--- src/rtl/dilithium_frame_pkg.sv ---
// rtl/dilithium_frame_pkg.sv - mode/state types and frame length table for the output framer
package dilithium_frame_pkg;

    typedef enum logic [1:0] {
        MODE_KEYGEN = 2'd0,
        MODE_VERIFY = 2'd1,
        MODE_SIGN   = 2'd2,
        MODE_RSVD   = 2'd3
    } mode_t;

    typedef enum logic [1:0] {
        ST_IDLE,
        ST_STREAM,
        ST_DONE
    } state_t;

    localparam int CNT_W = 12;

    localparam logic [CNT_W-1:0] LEN_KEYGEN_L2 = 12'd480;
    localparam logic [CNT_W-1:0] LEN_KEYGEN_L3 = 12'd744;
    localparam logic [CNT_W-1:0] LEN_KEYGEN_L5 = 12'd932;
    localparam logic [CNT_W-1:0] LEN_SIGN_L2   = 12'd303;
    localparam logic [CNT_W-1:0] LEN_SIGN_L3   = 12'd412;
    localparam logic [CNT_W-1:0] LEN_SIGN_L5   = 12'd575;
    localparam logic [CNT_W-1:0] LEN_VERIFY_L2 = 12'd1;
    localparam logic [CNT_W-1:0] LEN_VERIFY_L3 = 12'd1;
    localparam logic [CNT_W-1:0] LEN_VERIFY_L5 = 12'd1;

    typedef struct packed {
        logic             legal;
        logic [CNT_W-1:0] len;
    } frame_cfg_t;

    // A zero length doubles as the illegal-configuration marker.
    function automatic frame_cfg_t frame_len(input logic [1:0] mode, input logic [2:0] lvl);
        frame_cfg_t       cfg;
        logic [CNT_W-1:0] l2, l3, l5;
        cfg = '0;
        case (mode)
            MODE_KEYGEN: begin l2 = LEN_KEYGEN_L2; l3 = LEN_KEYGEN_L3; l5 = LEN_KEYGEN_L5; end
            MODE_SIGN:   begin l2 = LEN_SIGN_L2;   l3 = LEN_SIGN_L3;   l5 = LEN_SIGN_L5;   end
            MODE_VERIFY: begin l2 = LEN_VERIFY_L2; l3 = LEN_VERIFY_L3; l5 = LEN_VERIFY_L5; end
            default:     begin l2 = '0;            l3 = '0;            l5 = '0;            end
        endcase
        case (lvl)
            3'd2:    cfg.len = l2;
            3'd3:    cfg.len = l3;
            3'd5:    cfg.len = l5;
            default: cfg.len = '0;
        endcase
        cfg.legal = (cfg.len != '0);
        return cfg;
    endfunction

endpackage

--- src/rtl/dilithium_frame_fifo.sv ---
// rtl/dilithium_frame_fifo.sv - synchronous FIFO with full/empty flags and synchronous clear
module dilithium_frame_fifo #(
    parameter int WIDTH = 64,
    parameter int DEPTH = 8
) (
    input  logic             clk,
    input  logic             rst,
    input  logic             clr,
    input  logic             wr_en,
    input  logic [WIDTH-1:0] wr_data,
    input  logic             rd_en,
    output logic [WIDTH-1:0] rd_data,
    output logic             full,
    output logic             empty
);
    localparam int AW = $clog2(DEPTH);

    logic [WIDTH-1:0] mem_q [DEPTH];
    logic [AW:0]      wr_ptr_q;
    logic [AW:0]      rd_ptr_q;

    assign empty   = (wr_ptr_q == rd_ptr_q);
    assign full    = (wr_ptr_q[AW] != rd_ptr_q[AW]) && (wr_ptr_q[AW-1:0] == rd_ptr_q[AW-1:0]);
    assign rd_data = mem_q[rd_ptr_q[AW-1:0]];

    always_ff @(posedge clk) begin
        if (wr_en && !full) begin
            mem_q[wr_ptr_q[AW-1:0]] <= wr_data;
        end
    end

    always_ff @(posedge clk) begin
        if (!rst || clr) begin
            wr_ptr_q <= '0;
            rd_ptr_q <= '0;
        end else begin
            if (wr_en && !full) wr_ptr_q <= wr_ptr_q + 1'b1;
            if (rd_en && !empty) rd_ptr_q <= rd_ptr_q + 1'b1;
        end
    end

endmodule

--- src/rtl/dilithium_out_framer.sv ---
// rtl/dilithium_out_framer.sv - frames/narrows core words to OUT_W beats; xsum port under DILITHIUM_FRAMER_XSUM_EN
module dilithium_out_framer
    import dilithium_frame_pkg::*;
#(
    parameter int IN_W       = 64,
    parameter int OUT_W      = 64,
    parameter int FIFO_DEPTH = 8
) (
    input  logic             clk,
    input  logic             rst,
    input  logic             start,
    input  logic [1:0]       mode,
    input  logic [2:0]       sec_lvl,
    input  logic             core_valid,
    output logic             core_ready,
    input  logic [IN_W-1:0]  core_data,
    input  logic             sign_reject,
    output logic             valid_o,
    input  logic             ready_o,
    output logic [OUT_W-1:0] data_o,
    output logic             last,
    output logic             done,
    output logic             cfg_err
`ifdef DILITHIUM_FRAMER_XSUM_EN
   ,output logic [OUT_W-1:0] xsum
`endif
);
    localparam int RATIO = IN_W / OUT_W;
    localparam int SW    = (RATIO > 1) ? $clog2(RATIO) : 1;
    localparam logic [SW-1:0] SLICE_LAST = SW'(RATIO - 1);

    state_t           state_q;
    logic [1:0]       mode_q;
    logic [CNT_W-1:0] len_q, beats_q, words_q, beat_q;
    logic             rej_q, cfg_err_q, out_valid_q;
    logic [IN_W-1:0]  out_word_q;
    logic [SW-1:0]    slice_q;

    frame_cfg_t       cfg;
    logic [IN_W-1:0]  fifo_rd_data;
    logic             fifo_full, fifo_empty, fifo_wr, fifo_rd;
    logic             stream, xfer, word_end, out_free, want_more;
    logic             rej_now, accept, bypass, last_beat;

    assign cfg       = frame_len(mode, sec_lvl);
    assign stream    = (state_q == ST_STREAM);
    assign xfer      = out_valid_q & ready_o;
    assign word_end  = xfer & (slice_q == SLICE_LAST);
    assign out_free  = ~out_valid_q | word_end;
    assign want_more = (words_q < len_q);
    assign rej_now   = stream & (mode_q == MODE_SIGN) & sign_reject & ~rej_q;

    // Past LEN the framer keeps core_ready high so surplus words are swallowed.
    assign core_ready = stream & ~rej_q & (~want_more | ~fifo_full);
    assign accept     = core_valid & core_ready & want_more & ~rej_now;
    assign bypass     = accept & fifo_empty & out_free;
    assign fifo_wr    = accept & ~bypass;
    assign fifo_rd    = stream & out_free & ~fifo_empty;

    // After a reject the frame ends with whatever is already buffered.
    assign last_beat  = rej_q ? ((slice_q == SLICE_LAST) & fifo_empty)
                              : (beat_q == beats_q - 1'b1);

    assign valid_o = out_valid_q;
    assign data_o  = out_word_q[OUT_W-1:0];
    assign last    = out_valid_q & last_beat;
    assign done    = (state_q == ST_DONE);
    assign cfg_err = cfg_err_q;

    dilithium_frame_fifo #(
        .WIDTH (IN_W),
        .DEPTH (FIFO_DEPTH)
    ) u_fifo (
        .clk     (clk),
        .rst     (rst),
        .clr     (done),
        .wr_en   (fifo_wr),
        .wr_data (core_data),
        .rd_en   (fifo_rd),
        .rd_data (fifo_rd_data),
        .full    (fifo_full),
        .empty   (fifo_empty)
    );

`ifdef DILITHIUM_FRAMER_XSUM_EN
    logic [OUT_W-1:0] xsum_q;
    assign xsum = xsum_q;
`endif

    always_ff @(posedge clk) begin
        if (!rst) begin
            state_q     <= ST_IDLE;
            mode_q      <= '0;
            len_q       <= '0;
            beats_q     <= '0;
            words_q     <= '0;
            beat_q      <= '0;
            rej_q       <= 1'b0;
            cfg_err_q   <= 1'b0;
            out_valid_q <= 1'b0;
            out_word_q  <= '0;
            slice_q     <= '0;
`ifdef DILITHIUM_FRAMER_XSUM_EN
            xsum_q      <= '0;
`endif
        end else begin
            case (state_q)
                ST_IDLE: begin
                    if (start) begin
                        mode_q  <= mode;
                        words_q <= '0;
                        beat_q  <= '0;
                        rej_q   <= 1'b0;
`ifdef DILITHIUM_FRAMER_XSUM_EN
                        xsum_q  <= '0;
`endif
                        if (cfg.legal) begin
                            len_q     <= cfg.len;
                            beats_q   <= CNT_W'(cfg.len * RATIO);
                            cfg_err_q <= 1'b0;
                            state_q   <= ST_STREAM;
                        end else begin
                            len_q     <= '0;
                            beats_q   <= '0;
                            cfg_err_q <= 1'b1;
                            state_q   <= ST_DONE;
                        end
                    end
                end
                ST_STREAM: begin
                    if (accept) words_q <= words_q + 1'b1;
                    if (xfer) beat_q <= beat_q + 1'b1;
`ifdef DILITHIUM_FRAMER_XSUM_EN
                    if (xfer) xsum_q <= xsum_q ^ out_word_q[OUT_W-1:0];
`endif
                    if (fifo_rd) begin
                        out_word_q  <= fifo_rd_data;
                        out_valid_q <= 1'b1;
                        slice_q     <= '0;
                    end else if (bypass) begin
                        out_word_q  <= core_data;
                        out_valid_q <= 1'b1;
                        slice_q     <= '0;
                    end else if (word_end) begin
                        out_word_q  <= '0;
                        out_valid_q <= 1'b0;
                        slice_q     <= '0;
                    end else if (xfer) begin
                        out_word_q  <= out_word_q >> OUT_W;
                        slice_q     <= slice_q + 1'b1;
                    end
                    if (xfer && last_beat) begin
                        state_q <= ST_DONE;
                    end else if (rej_now && fifo_empty && !out_valid_q) begin
                        state_q <= ST_DONE;
                    end else if (rej_now) begin
                        rej_q <= 1'b1;
                    end
                end
                ST_DONE: begin
                    out_valid_q <= 1'b0;
                    out_word_q  <= '0;
                    slice_q     <= '0;
                    state_q     <= ST_IDLE;
                end
                default: state_q <= ST_IDLE;
            endcase
        end
    end

endmodule
--- config.mk ---
export PLATFORM = sky130hd
export DESIGN_NAME = dilithium_out_framer
export DESIGN_NICKNAME = d
export VERILOG_FILES = /design/src/rtl/dilithium_frame_pkg.sv /design/src/rtl/dilithium_frame_fifo.sv /design/src/rtl/dilithium_out_framer.sv
export SDC_FILE = /design/constraint.sdc
export NUM_CORES = 1
export LEC_CHECK = 0
export ABC_AREA = 1
export CAP_MARGIN = 20
export CORE_MARGIN = 2
export CORE_UTILIZATION = 35
export DETAILED_ROUTE_END_ITERATION = 12
export SYNTH_ARGS = -nofsm -noshare
export SYNTH_HDL_FRONTEND = slang
export SYNTH_SLANG_ARGS = --single-unit
--- constraint.sdc ---
create_clock -name clk -period 11.13 [get_ports clk]
set_input_delay 1.6695 -clock clk [delete_from_list [all_inputs] [get_ports clk]]
set_output_delay 1.6695 -clock clk [all_outputs]
set_load 0.05 [all_outputs]
Word-level counts from Yosys, hierarchy flattened
Memory sizes are Yosys's and may differ from the RTL's. A register that Yosys moved wholly into a read port is not among the register bits.
Cells that the tools add are included.

cells by class
  $add $sub $neg = 6
  multipliers = 0
  div/mod/pow operators = 0
  $lt $le $gt $ge = 1
  eq/ne operators = 21
  shift-type cells = 0
  multiplexer cells = 40
  bitwise operators = 27
  reductions and logical operators = 23

operator list
  cell                   number
  $mux 64                4
  $pmux 64 s2            1
  $pmux 10 s3            2
  $mux 12                4
  $pmux 12 s2            2
  $pmux 12 s3            1
  $pmux 9 s3             1
  $add 12x1->12 const B  2
  $and 1x1->1            17
  $mux 1                 15
  $eq 12x12->1           1
  $lt 12x12->1           1
  $reduce_bool 12->1     1
  $sub 12x1->12 const B  1
  $add 4x1->4 const B    2
  $mux 2                 4
  $not 1->1              8
  $reduce_and 2->1       4
  $eq 2x2->1 const B     3
  $eq 3x2->1 const B     2
  $logic_and 1x1->1      6
  $mux 3                 2
  $ne 2x1->1 const B     3
  $ne 2x2->1 const B     3
  other kinds (18)       28

word-level totals
  register bits = 116
  latch bits = 0
  RAM bits = 512
  memory bits (read-only) = 0
  bits of input ports = 75
  logic and storage cells = 131
  memories kept = 1

memory list
  name          depth  bits a word  read ports  clocked after memory_dff  wr ports  line                        RTL
  u_fifo.mem_q  8      64           1           1                         1         dilithium_frame_fifo.sv:18  logic [WIDTH-1:0] mem_q [DEPTH];

Depth between registers and ports, before layout
Gate-level depths: netlist (run 1).

  word-level depth = 15
  mapped depth = 18
  depth with buffers taken out = 18

Modules after synthesis
A second synthesis (run 1) with hierarchy kept.

unflattened totals
  cell total of the unflattened synthesis = 2628
  area, all modules = 26843.2 µm²

by module, submodules not included
  module                instances  cells an instance  area an instance (µm²)  sequential area each (µm²)
  dilithium_frame_fifo  1          1674               20587.2                 15595.0
  dilithium_out_framer  1          954                6256.0                  2122.0

Worst setup path before layout (run 1)
OpenSTA, ideal clock, no wires.

  path type = input -> register
  start point = input port ready_o
  end point = memory u_fifo.mem_q[2][0] (enable)
  library setup time = 565 ps
  arrival time = 6921 ps
  setup slack = 3644 ps
  stages on the path = 10
  buffers on the path = 0
  path through = nand2_1 -> inv_2 -> nand2_1 -> nand2_1 -> inv_2 -> nor2_4 -> nor2_4 -> inv_1 -> or2_4 -> nor3_1

between the ends
  word-level cells in the longest chain between the ends = 9

RTL lines
  item                          line                        RTL
  start: declaration            dilithium_out_framer.sv:19  input logic ready_o,
  $and 1x1->1                   dilithium_out_framer.sv:47  assign xfer = out_valid_q & ready_o;
  $and 1x1->1                   dilithium_out_framer.sv:48  assign word_end = xfer & (slice_q == SLICE_LAST);
  $or 1x1->1                    dilithium_out_framer.sv:49  assign out_free = ~out_valid_q | word_end;
  $and 1x1->1                   dilithium_out_framer.sv:56  assign bypass = accept & fifo_empty & out_free;
  $not 1->1                     dilithium_out_framer.sv:57  assign fifo_wr = accept & ~bypass;
  $and 1x1->1                   dilithium_out_framer.sv:57
  $logic_and 1x1->1             dilithium_frame_fifo.sv:27  if (wr_en && !full) begin
  $mux 1                        dilithium_frame_fifo.sv:27
  $mux 1 (implied by the code)  dilithium_frame_fifo.sv:28  mem_q[wr_ptr_q[AW-1:0]] <= wr_data;
  end: declaration              dilithium_frame_fifo.sv:18

Every way passes these cells.

Worst setup path after layout (run 1)
  start point = register beats_q[0]
  end point = output port last

between the ends
  word-level cells in the longest chain between the ends = 4

RTL lines
  item                      line                         RTL
  start: declaration        dilithium_out_framer.sv:34   logic [CNT_W-1:0] len_q, beats_q, words_q, beat_q;
  start signal: assignment  dilithium_out_framer.sv:119  beats_q <= CNT_W'(cfg.len * RATIO);
  $sub 12x1->12             dilithium_out_framer.sv:62   : (beat_q == beats_q - 1'b1);
  $eq 12x12->1              dilithium_out_framer.sv:62
  $mux 1                    dilithium_out_framer.sv:61   assign last_beat = rej_q ? ((slice_q == SLICE_LAST) & fifo_empty)
  $and 1x1->1               dilithium_out_framer.sv:66   assign last = out_valid_q & last_beat;
  end: declaration          dilithium_out_framer.sv:21   output logic last,

Every way passes these cells.

==> results of run 1 <==
==> state kept, by name (all words and copies together) (netlist names), named ones only <==
register         flops
data_o              64
slice_q              1
mode_q               2
u_fifo.mem_q       512
words_q             12
u_fifo.wr_ptr_q      4
rej_q                1
beats_q             10
beat_q              12
u_fifo.rd_ptr_q      4
valid_o              1
state_q              2
cfg_err              1
==> report_power, final <==
part | leakage [nW] | switching [mW] | total [mW] | internal, mW
Sequential | 5.55 | 0.0290 | 2.59 | 2.56
Clock | 1.03 | 0.909 | 2.16 | 1.25
Combinational | 3.94 | 0.256 | 0.369 | 0.112
Total | 10.5 | 1.19 | 5.12 | 3.92
==> cells by family after synthesis <==
kind of cell,after synthesis,synth area share [%]
AND/OR/NAND/NOR,923,14.8
flip-flops,629,67.9
AO/OA/AOI/OAI,518,12.1
buffers and inverters,227,3.69
adder cells (fa/ha/maj),22,1.05
XOR/XNOR,10,0.388
==> final timing paths <==
| kind | end | slack, ns |
|---|---|---|
| worst max register to register | u_fifo.mem_q[4][21]$_DFFE_PP_ | 6.58 |
| worst min register to register | words_q[11]$_SDFFE_PN0P_ | 0.45 |
| worst max-delay path | last | 6.09 |
| worst min-delay path | words_q[11]$_SDFFE_PN0P_ | 0.45 |
==> synthesized netlist by cell type (all sizes together) <==
master,number,share of area [%]
a32o,1,0.038
a21boi,3,0.10
clkbuf,73,1.1
nor3,22,0.57
clkinv,2,0.029
nor4,4,0.12
a221oi,46,1.5
inv,76,1.1
nor3b,2,0.058
a21oi,274,5.3
xor2,5,0.17
o31ai,24,0.69
edfxtp,512,59
a32oi,19,0.64
nand2,559,8.1
xnor3,1,0.086
dfxtp,117,9.0
a211oi,8,0.23
buf,76,1.5
a31oi,4,0.096
ha,22,1.1
o211ai,2,0.058
a221o,40,1.5
or2,24,0.59
o21ai,94,1.8
o22ai,2,0.048
nand3,147,2.8
nand4,4,0.096
nor2,161,2.4
a41oi,1,0.034
xnor2,4,0.13
==> placed cells by master, fill, tap and decap left out, types with 19 or more instances in the layout <==
cell type          n
o21ai_0           61
clkdlybuf4s50_1  142
o21ai_1           32
inv_1             64
buf_4             28
dfxtp_1          114
edfxtp_1         512
or2_2             23
a21oi_1          274
clkbuf_16         67
nand2_1          552
o31ai_1           24
a221o_1           40
a221oi_1          46
nand3_1          146
nor2_1           153
a32oi_1           19
ha_1              22
==> final cells by class <==
cell class / count / area [um2]
clock inverter: 28 / 298
antenna: 6 / 15.0
inverter: 78 / 300
timing repair buffer: 173 / 1690
sequential: 629 / 17700
multi-input combinational: 1473 / 7460
fill: 6984 / 43600
clock buffer: 89 / 1820
tap: 969 / 1210
==> metal layers <==
metal,vias up,track usage (%)
li1,8566,-
met1,9130,24.8
met2,733,28.9
met3,123,4.07
met4,10,5.60
met5,-,0
==> critical path, cell delays in order, from the launching register on <==
cell and delay, ns:
dfxtp_1 0.41, inv_2 0.10, ha_1 0.28, inv_1 0.11, nand2_1 0.06, nand3_1 0.10
nand2_1 0.05, nor2_1 0.09, nand2_1 0.07, nor2_1 0.10, nand3_1 0.08, nor2_1 0.09
nand2_1 0.09, a21boi_0 0.30, clkdlybuf4s50_1 0.88
==> reports/results.tsv, run 1 <==
metric	value	unit
CTS sink cnt	629	
Worst VDD drop	0.110	mV
reg2reg start	beats_q[5]$_SDFFE_PN0P_	
Total Wirelength	71400	um
Residual DRC	0	
Core ar.	74100	um2
R2R depth	16	
Routed Antenna Nets	0	
critical path startpoint	beats_q[0]$_SDFFE_PN0P_	
Initial Util	35.2	%
leakage	10.5	nW
Total GRT Usage	18.2	%
kind of critical path	register to primary output	
drt initial violations	1701	
CP Capture Type	primary output	
Die Wd	277	um
num ports	144	
Max-Cap Viols	0	
CTS resizes	0	
Max Root-Sink Buffers	3	
drt pass-1 iters	8	
Place WS	5.69	ns
Hold Path Cell Cnt	2	
Slew Limit Fails	0	
post-synthesis cell count	2329	
Synth warnings	0	
HPWL Detailed	38900	um
Final #Nets	2518	
DR WL met2	32900	um
Synth-to-Final Area Change	17.0	%
min cycle time layout	5.04	ns
TritonCTS clock tree	done	
Hold Fails Final Rpt	0	
total power	5.12	mW
placed cell areas	28300	um2
PwrDens	168	nW/um2
Netlist Area Pre-Place	26100	um2
Die ar.	76700	um2
unrepaired setup endpoints after global routing	false	
die height	277	um
Hold Crit Class	register to register	
top routing layer used	met5	
syn avg cell area	11.2	um2
Avg WL per Cell	20.7	um
Setup Viol. Count Final	0	
setup ws final	6.09	ns
vias in the first global route	17803	
GRT overflow	0	
total CTS buffers	66	
Via density	5.39	
crit share post-route	45.3	%
post-route cell area	30500	um2
Hold Startpoint	words_q[11]$_SDFFE_PN0P_	
share of cells above drive strength 1	7.69	%
worst endpoint required time	9.46	ns
Worst-Skew Late Latency	0.61	ns
Worst setup SP type	register	
maximum number of pins on one net before global-route repair	118	
fraction of the yosys area taken by sequential cells	67.9	%
filler-free cell count of the finished design	3445	
Final Util	41.2	%
clock-pin slew on the worst setup and hold paths	0.05	ns
status	finished clean	
Placer Congestion	0.911	
vias	18562	
met3 wire len	5910	um
FF+latch count, synth	629	
initial antenna violation count	11	
clock skew	0.0326	ns
root buf cell	clkbuf_16	
CP max FO	6	
dpl cells	3320	
Post-CTS Hold Buffers	0	
Netlist cell types	48	
H-tree depth	3	
arrival time at the worst endpoint	3.37	ns
Post-CTS Setup Bufs	0	
TNS Setup	0	ns
slew margin rel.	25.6	%
syn nets	2426	
first-pass GRT wire length	108000	um
Metal-1 WL	30800	um
IO Port Bufs	143	
Rows	100	
worst hold margin	0.453	ns
Max Freq	0.198	GHz
Worst Tran Pin Value	1.11	ns
Note: power is estimated with default switching activity, not from simulation.
==> inputs of run 2 (changes only) <==
Clock period 11.13 ns to 4.4 ns, I/O delays scaled along.
==> reports/results.tsv, run 2 (same netlist as run 1, synthesis figures left out) <==
metric	value	unit	change
num ports	144		unchanged
Total GRT Usage	18.5	%	+0.31 points
R2R depth	15		-1
Die ar.	76700	um2	unchanged
IO Port Bufs	143		unchanged
CTS sink cnt	629		unchanged
Via density	5.37		-0.39%
unrepaired setup endpoints after global routing	false		
dpl cells	3332		+0.36%
arrival time at the worst endpoint	3.09	ns	-0.28 ns
root buf cell	clkbuf_16		
Max Root-Sink Buffers	3		unchanged
met3 GRT Util	3.56	%	-0.51 points
Core ar.	74100	um2	unchanged
Synth-to-Final Area Change	17.8	%	
Post-CTS Setup Bufs	0		unchanged
Setup Viol. Count Final	0		unchanged
Routed Antenna Nets	0		unchanged
Post-CTS Hold Buffers	0		unchanged
first-pass GRT wire length	110000	um	+1.7%
total power	12.9	mW	+150%
Slew Limit Fails	0		unchanged
Residual DRC	0		unchanged
maximum number of pins on one net before global-route repair	205		+74%
Max Freq	0.266	GHz	
Worst VDD drop	0.250	mV	+130%
leakage	10.6	nW	+1.0%
most frequent cells in the layout	552 x nand2_1, 512 x edfxtp_1, 274 x a21oi_1, 153 x nor2_1, 146 x nand3_1		
Final #Nets	2529		+0.44%
GRT overflow	0		unchanged
initial antenna violation count	7		-4
gr busiest metal	met2		
H-tree depth	3		unchanged
die height	277	um	unchanged
clock-pin slew on the worst setup and hold paths	0.06	ns	about the same
worst endpoint required time	3.74	ns	-5.72 ns
Avg WL per Cell	20.9	um	+0.84%
met1 Track Usage GR	25.2	%	+0.37 points
CP Capture Type	primary output		
vias	18544		-0.097%
total CTS buffers	67		+1.5%
Hold Crit Class	register to register		
crit path to	last		
Worst setup SP type	register		
Worst-Skew Late Latency	0.61	ns	about the same
reg2reg start	beats_q[5]$_SDFFE_PN0P_		
CP max FO	6		unchanged
Die Wd	277	um	unchanged
vias in the first global route	18097		+1.7%
kind of critical path	register to primary output		
filler-free cell count of the finished design	3455		+0.29%
TritonCTS clock tree	done		
drt pass-1 iters	5		-3
Rows	100		unchanged
Initial Util	35.2	%	unchanged
min cycle time layout	3.75	ns	
Placer Congestion	0.916		+0.56%
r2r endpoint	u_fifo.mem_q[4][12]$_DFFE_PP_		
crit share post-route	85.3	%	
status	finished clean		
Worst Tran Pin Value	1.06	ns	-0.0550 ns
drt initial violations	1573		-7.5%
HPWL Detailed	41000	um	+5.2%
area of the multi-input gates	7490	um2	+0.50%
clock skew	0.0346	ns	+0.00205 ns
routing usage on met2	30.2	%	+1.3 points
Max-Cap Viols	0		unchanged
most common cell after layout, fill and taps aside	nand2_1		
Total Wirelength	72200	um	+1.1%
max FFs per register	512		unchanged
r2r setup slk	1.03	ns	-5.55 ns
slew margin rel.	29.5	%	+3.9 points
Fillers	6977		-0.10%
PwrDens	419	nW/um2	+150%
Sequential Area	17700	um2	unchanged
Hold Fails Final Rpt	0		unchanged
CTS resizes	0		unchanged
critical path startpoint	beats_q[0]$_SDFFE_PN0P_		
share of cells above drive strength 1	8.09	%	+0.40 points
[run 2: critical path, stage by stage, from the launching register on]
cell             delay (ns)
dfxtp_1                0.34
inv_2                  0.09
ha_1                   0.26
nand2_1                0.07
nor2_1                 0.15
nand2_1                0.12
nor2_1                 0.10
nor2_1                 0.04
nor2_1                 0.08
nand3_1                0.08
nor2_1                 0.09
nand2_1                0.07
a21boi_0               0.18
clkdlybuf4s50_1        0.83
[run 2: cell type report]
cell class / count / share of cell area, %
Antenna cell: 1 / 0.00814
Clock buffer: 95 / 6.10
Clock inverter: 27 / 0.741
Inverter: 78 / 0.977
Multi-Input combinational cell: 1473 / 24.4
Sequential cell: 629 / 57.7
Tap cell: 969 / 3.95
Timing Repair Buffer: 183 / 6.15
[run 2: stage by stage]
stage | cell area, um2 | hold WS (ns) | setup slack [ns] | setup TNS (ns) | util (%)
2_1_floorplan | 26100 | 0.418 | -0.426 | -81.87 | -
3_3_place_gp | 28600 | 0.439 | 1.10 | 0 | 38.6
3_5_place_dp | 28600 | 0.445 | 1.05 | 0 | 38.6
4_1_cts | 30700 | 0.454 | 0.642 | 0 | 41.5
5_1_grt | 30700 | 0.470 | 0.356 | 0 | 41.5
6_report | 30700 | 0.452 | 0.647 | 0 | 41.5
[run 2: layer usage]
layer  wire, um  vias up
met5         74        -
li1           -     8594
met2      34300      642
met3       4870      112
met1      31500     9184
met4       1330       12
[run 2: worst min path at each step]
stage / depth (start not counted) / from / to / slack, ns
6_report: 2 / words_q[11]$_SDFFE_PN0P_ / words_q[11]$_SDFFE_PN0P_ / 0.45
5_1_grt: 2 / words_q[11]$_SDFFE_PN0P_ / words_q[11]$_SDFFE_PN0P_ / 0.47
4_1_cts: 2 / words_q[10]$_SDFFE_PN0P_ / words_q[10]$_SDFFE_PN0P_ / 0.45
3_5_place_dp: 2 / words_q[10]$_SDFFE_PN0P_ / words_q[10]$_SDFFE_PN0P_ / 0.44
3_3_place_gp: 2 / words_q[10]$_SDFFE_PN0P_ / words_q[10]$_SDFFE_PN0P_ / 0.44
2_1_floorplan: 2 / words_q[11]$_SDFFE_PN0P_ / words_q[11]$_SDFFE_PN0P_ / 0.42
[run 2: power by group]
| group | switching [mW] | internal, mW |
|---|---|---|
| logic | 0.658 | 0.297 |
| clock network | 2.28 | 3.10 |
| registers | 0.0723 | 6.48 |
